<file path="config.mk">
export PLATFORM = sky130hd
export DESIGN_NAME = liteeth_sram_fifo_ctrl
export DESIGN_NICKNAME = d
export VERILOG_FILES = /design/src/rtl/liteeth_fifo_pkg.sv /design/src/rtl/liteeth_fifo_outbuf.sv /design/src/rtl/liteeth_sram_fifo_ctrl.sv
export SDC_FILE = /design/constraint.sdc
export NUM_CORES = 1
export LEC_CHECK = 0
export ABC_AREA = 1
export BUFFER_PORTS_ARGS = -buffer_cell sky130_fd_sc_hd__clkbuf_2
export CAP_MARGIN = 20
export CELL_PAD_IN_SITES_DETAIL_PLACEMENT = 1
export CELL_PAD_IN_SITES_GLOBAL_PLACEMENT = 2
export CORE_MARGIN = 3
export CORE_UTILIZATION = 32
export DETAILED_ROUTE_END_ITERATION = 10
export GPL_TIMING_DRIVEN = 0
export PLACE_DENSITY_LB_ADDON = 0.12
export SYNTH_ARGS = -nofsm -noshare
export SYNTH_HDL_FRONTEND = slang
export SYNTH_SLANG_ARGS = --single-unit
</file>
<file path="constraint.sdc">
create_clock -name sys_clk -period 8.2 [get_ports sys_clk]
set_clock_uncertainty 0.15 [all_clocks]
set_input_delay 0 -clock sys_clk [delete_from_list [all_inputs] [get_ports sys_clk]]
set_output_delay 0 -clock sys_clk [all_outputs]
set_load 0.02 [all_outputs]
</file>
<file path="src/rtl/liteeth_fifo_pkg.sv">
// Shared defaults and pointer helper for the liteeth SRAM-backed stream FIFOs.
// Pointers wrap at DEPTH-1 explicitly, so DEPTH need not be a power of two.
package liteeth_fifo_pkg;

    localparam int FIFO_DATA_W = 32;
    localparam int FIFO_DEPTH  = 384;
    localparam int FIFO_ADDR_W = 9;
    localparam int FIFO_AFULL  = 320;

    typedef logic [FIFO_ADDR_W-1:0] fifo_addr_t;

    function automatic fifo_addr_t ptr_inc(input fifo_addr_t ptr, input int depth);
        return (int'(ptr) == depth - 1) ? '0 : ptr + fifo_addr_t'(1);
    endfunction

endpackage

</file>
<file path="src/rtl/liteeth_fifo_outbuf.sv">
// Two-entry output FIFO: registered head, zero-latency pop, push lands next cycle.
// Simultaneous push and pop are both honoured; a push into a full, unpopped buffer is dropped.
module liteeth_fifo_outbuf #(
    parameter int W = 32
) (
    input  logic         i_clk,
    input  logic         i_rst_n,
    input  logic         i_flush,
    input  logic         i_push,
    input  logic [W-1:0] i_push_dat,
    input  logic         i_pop,
    output logic [W-1:0] o_dat,
    output logic         o_vld,
    output logic [1:0]   o_cnt
);

    logic [W-1:0] r_mem [2];
    logic         r_head;
    logic [1:0]   r_cnt;
    logic         w_pop;
    logic         w_push;
    logic         w_tail;

    assign w_pop  = i_pop && (r_cnt != 2'd0);
    assign w_push = i_push && ((r_cnt != 2'd2) || w_pop);
    // With two slots the tail is the head when count is 0 or 2, the other slot when 1.
    assign w_tail = r_head ^ r_cnt[0];

    always_ff @(posedge i_clk or negedge i_rst_n) begin
        if (!i_rst_n) begin
            for (int i = 0; i < 2; i++) r_mem[i] <= '0;
            r_head <= 1'b0;
            r_cnt  <= 2'd0;
        end else if (i_flush) begin
            r_head <= 1'b0;
            r_cnt  <= 2'd0;
        end else begin
            if (w_push) r_mem[w_tail] <= i_push_dat;
            if (w_pop)  r_head <= ~r_head;
            r_cnt <= r_cnt + 2'(w_push) - 2'(w_pop);
        end
    end

    assign o_dat = r_mem[r_head];
    assign o_vld = (r_cnt != 2'd0);
    assign o_cnt = r_cnt;

endmodule

</file>
<file path="src/rtl/liteeth_sram_fifo_ctrl.sv">
// Stream FIFO over the 32x384 dual-port SRAM; empty-to-out_valid latency is 3 cycles, 1 word/cycle steady.
// in_ready drops when the SRAM holds DEPTH words; out side stalls cleanly on !out_ready.
module liteeth_sram_fifo_ctrl
    import liteeth_fifo_pkg::*;
#(
    parameter int DATA_W      = FIFO_DATA_W,
    parameter int DEPTH       = FIFO_DEPTH,
    parameter int ADDR_W      = FIFO_ADDR_W,
    parameter int AFULL_LEVEL = FIFO_AFULL
) (
    input  logic              sys_clk,
    input  logic              sys_rst_n,
    input  logic              flush,
    input  logic              in_valid,
    output logic              in_ready,
    input  logic [DATA_W-1:0] in_data,
    output logic              out_valid,
    input  logic              out_ready,
    output logic [DATA_W-1:0] out_data,
    output logic [ADDR_W:0]   level,
    output logic              almost_full,
    output logic              sram_csb0,
    output logic              sram_web0,
    output logic [ADDR_W-1:0] sram_addr0,
    output logic [DATA_W-1:0] sram_din0,
    output logic              sram_csb1,
    output logic [ADDR_W-1:0] sram_addr1,
    input  logic [DATA_W-1:0] sram_dout1
);

    localparam logic [ADDR_W:0] L_DEPTH = (ADDR_W+1)'(DEPTH);
    localparam logic [ADDR_W:0] L_AFULL = (ADDR_W+1)'(AFULL_LEVEL);

    logic [ADDR_W-1:0] r_wr_ptr;
    logic [ADDR_W-1:0] r_rd_ptr;
    logic [ADDR_W:0]   r_mem_cnt;
    logic [ADDR_W:0]   r_level;
    logic              r_inflight;
    logic              r_afull;

    logic              w_push;
    logic              w_pop;
    logic              w_issue;
    logic              w_cap;
    logic              w_ob_vld;
    logic [1:0]        w_ob_cnt;
    logic [1:0]        w_ob_nxt;
    logic [2:0]        w_ob_sum;
    logic [2:0]        w_ob_lim;
    logic [ADDR_W:0]   w_mem_nxt;
    logic [ADDR_W:0]   w_level_nxt;

    assign in_ready = (r_mem_cnt < L_DEPTH) && !flush;
    // in_ready reads high during reset, so the write strobe is gated by reset directly.
    assign w_push   = in_valid && in_ready && sys_rst_n;
    assign w_pop    = w_ob_vld && out_ready;

    // Issue only if the word can land in the output buffer once the current read returns.
    assign w_ob_sum = {1'b0, w_ob_cnt} + {2'b00, r_inflight};
    assign w_ob_lim = 3'd2 + {2'b00, w_pop};
    assign w_issue  = (r_mem_cnt != '0) && (w_ob_sum < w_ob_lim) && !flush;
    assign w_cap    = r_inflight && !flush;

    assign w_mem_nxt   = r_mem_cnt + (ADDR_W+1)'(w_push) - (ADDR_W+1)'(w_issue);
    assign w_ob_nxt    = w_ob_cnt + 2'(w_cap) - 2'(w_pop);
    assign w_level_nxt = w_mem_nxt + (ADDR_W+1)'(w_issue) + (ADDR_W+1)'(w_ob_nxt);

    always_ff @(posedge sys_clk or negedge sys_rst_n) begin
        if (!sys_rst_n) begin
            r_wr_ptr   <= '0;
            r_rd_ptr   <= '0;
            r_mem_cnt  <= '0;
            r_inflight <= 1'b0;
            r_level    <= '0;
            r_afull    <= 1'b0;
        end else if (flush) begin
            r_wr_ptr   <= '0;
            r_rd_ptr   <= '0;
            r_mem_cnt  <= '0;
            r_inflight <= 1'b0;
            r_level    <= '0;
            r_afull    <= 1'b0;
        end else begin
            if (w_push)  r_wr_ptr <= ptr_inc(r_wr_ptr, DEPTH);
            if (w_issue) r_rd_ptr <= ptr_inc(r_rd_ptr, DEPTH);
            r_mem_cnt  <= w_mem_nxt;
            r_inflight <= w_issue;
            r_level    <= w_level_nxt;
            r_afull    <= (w_level_nxt >= L_AFULL);
        end
    end

    liteeth_fifo_outbuf #(
        .W(DATA_W)
    ) u_outbuf (
        .i_clk      (sys_clk),
        .i_rst_n    (sys_rst_n),
        .i_flush    (flush),
        .i_push     (w_cap),
        .i_push_dat (sram_dout1),
        .i_pop      (w_pop),
        .o_dat      (out_data),
        .o_vld      (w_ob_vld),
        .o_cnt      (w_ob_cnt)
    );

    assign out_valid   = w_ob_vld;
    assign level       = r_level;
    assign almost_full = r_afull;

    assign sram_csb0  = !w_push;
    assign sram_web0  = !w_push;
    assign sram_addr0 = r_wr_ptr;
    assign sram_din0  = in_data;
    assign sram_csb1  = !w_issue;
    assign sram_addr1 = r_rd_ptr;

endmodule
</file>
==> metrics.yaml <==
run_status:
  status: "completed"
setup_path:
  rrSetupSlack_ns: 4.27
  cp.arrival_ns: 4.18
  critPathKind: "in2reg"
  cp-start-kind: "primary input"
  required_ns: 8.34
  end_kind: "register"
  critical_path.max_fanout: 108
  reg2reg_to: "almost_full"
  r2r_cells: 21
  regToRegStartpoint: "u_outbuf.o_cnt[0]"
clocking:
  cts-root-buf: "clkbuf_16"
  clk_pin_slew_worst_paths_ns: 0.08
  cts_tree: "built"
  hold_buffers: 34
  htreeDepth: 3
  cts-resized-gates: 0
  clock-sinks: 107
  cts_buffers: 9
  clockBufferDepth: 2
  postCtsSetupBuffers: 0
  clk_latency_ns: 0.35
synth:
  synth.area.top_cells: "dfrtp_1 46%, nand2_1 14%, inv_1 6.4%"
  synth_cell_types: 36
  synth-compound-area-share_pct: 10.5
  yosys.area_share.adder_pct: 6.02
  async_flop_share_pct: 100
  post_synth_mux_area_share_pct: 0
  synth_nets: 829
  ys_seq_area_share_pct: 46.3
  syn_inst: 734
  synth_top_family_by_area: "simple AND/OR/NAND/NOR gates"
  yosys.area_share.simple_pct: 22.9
  ys_warn_count: 0
  synth_ff_type: "dfrtp_1"
  synth.avg_cell_area_sq_um: 7.88
  synthXorXnorAreaFrac_pct: 1.21
  synth_edf_count: 0
  synth_area_sq_mm: 0.00578
  synth_top_area_share_pct: 46.3
  synth_area_leader_cell: "dfrtp_1"
  ys_ff_latch: 107
global_route:
  grt_antenna_before_repair: 0
  grt_pass1_vias: 5707
  grt_overflow: 0
  grt_pass1_wl_microns: 27900
  grt_max_degree: 109
  track_usage_pct: 17.4
routing:
  viasPerCell: 4.65
  vias: 5319
  dr.pass1.iters: 4
  drcViolationCount: 0
  postRouteWirelength_microns: 16900
  ant_nets: 0
  drt_iter0_markers: 171
  wl_per_cell_microns: 14.8
final_layout:
  area_delta_synth_final_pct: 28.1
  drive_above_1_share_pct: 24.5
  layout_common_cells: "221 x nand2_1, 133 x clkbuf_2, 107 x dfrtp_1"
  nets: 1008
  final_common_cell: "nand2_1"
  antenna_cells: 0
  fillers: 2190
sta:
  final_max_slew_viol_count: 0
  tns_ns: 0
  tightest_slew_ns: 0.900
  setup_violations: 0
  fin_crit_sh_pct: 49.2
  max-slew-margin-rel_pct: 40.0
  whs_ns: 0.0685
  period_minus_slack_ns: 4.03
  rsz0062_at_grt: "false"
  fmax_mhz: 248
  hold_violations: 0
pwr:
  peakVddDrop_mv: 0.162
  power.leakage_uw: 0.00404
  p_per_area_mw_per_mm2: 373
worst_hold_path:
  hold_depth: 5
  min_from: "in_valid"
  min_to: "sram_addr0[4]"
  min_path_type: "in2reg"
floorplan:
  die_w_microns: 140
  fp-row-count: 48
  die-area_sq_mm: 0.0197
  core_sq_mm: 0.0175
  dieHeight_microns: 140
  start_util_pct: 33.1
  io_pins: 167
placed_design:
  dp_hpwl_microns: 12500
  io_buffer_count: 134
  routabilityCongestion: 0.820
job:
  maxCapViolCount: 0
==> synthesized netlist by cell type, types with 2 or more instances <==
library cell    n
nand4_1         5
nor3_1          2
buf_2          10
dfrtp_1       107
o21ai_0        50
ha_1           23
nor2_1         35
inv_2           8
fa_1            3
nor2_4          2
nand3_2         3
nand2_2         7
nor2_2          5
clkbuf_1       14
xor2_1          4
nand3_1        27
a21oi_1        20
inv_1          98
buf_4          33
nand2_4         2
o21ai_2         3
xnor2_1         4
o21ai_1        36
nand2_1       221
==> per-layer routing <==
metal  part of all wire (%)  vias up  global-route usage, %  wire length (microns)
li1                       -     2616                      -                      -
met1                     44     2607                   21.4                   7400
met2                     52       86                   32.1                   8870
met3                    2.9       10                   2.15                    494
met4                   0.88        0                   4.23                    148
met5                      0        -                      0                      0
==> layout make-up <==
cell class | instances | area, sq um | area share (%)
Clock inverter | 6 | 86.3 | 1.17
Tap cell | 225 | 282 | 3.80
Multi-Input combinational cell | 463 | 2350 | 31.8
Timing Repair Buffer | 168 | 1020 | 13.8
Sequential cell | 107 | 2680 | 36.1
Inverter | 107 | 402 | 5.42
Buffer | 57 | 350 | 4.73
Clock buffer | 10 | 239 | 3.23
==> flip-flops by register name, indices dropped and copies added, names as in the netlist <==
register         count
r_mem_cnt           10
level               10
u_outbuf.r_head      1
sram_addr1           9
u_outbuf.o_cnt       2
almost_full          1
sram_addr0           9
r_inflight           1
u_outbuf.r_mem      64
==> cell families after synthesis <==
group | count (synthesis)
AO/OA/AOI/OAI | 115
AND/OR/NAND/NOR | 314
XOR/XNOR | 8
flip-flops | 107
adder cells (fa/ha/maj) | 26
buffers and inverters | 164
==> worst max-delay path, cell delays in order <==
cell and delay, ns:
dlygate4sd3_1 0.54, clkbuf_8 0.65, nand3_1 0.27, nand2_1 0.13
inv_1 0.12, nand2_1 0.17, nand2_1 0.07, ha_1 0.24
fa_1 0.53, inv_1 0.08, fa_1 0.50, nor2_2 0.17
nand3_1 0.11, nor2_1 0.11, nand2_1 0.06, nand2_1 0.07
o21ai_1 0.09, nand3_1 0.09, nand2_1 0.06, nand2_1 0.05
==> worst max-delay path by stage <==
stage,start,to,slack [ns],cells after the start
floorplan,r_mem_cnt[8],almost_full,4.57,21
global placement,sys_rst_n,almost_full,2.64,19
detailed placement,u_outbuf.o_cnt[0],almost_full,4.19,21
CTS,sys_rst_n,almost_full,4.01,20
global route,sys_rst_n,almost_full,3.62,20
finish,sys_rst_n,almost_full,4.17,20
==> power by group <==
group,internal [uW],switching [uW]
clock,276,201
sequential,731,109
combinational,479,965
total,1490,1270
==> metrics by stage <==
step	instances	setup WS, ns	area [sq um]	total power, uW	util, %
floorplan	734	4.57	5780	1860	-
global route	1143	3.62	7410	3040	42.4
detailed placement	1093	4.19	6740	2310	38.6
CTS	1143	4.01	7410	2810	42.4
finish	1143	4.17	7410	2760	42.4
global placement	1093	2.64	6730	2260	38.5
No activity file was read; power rests on OpenSTA's default activity.
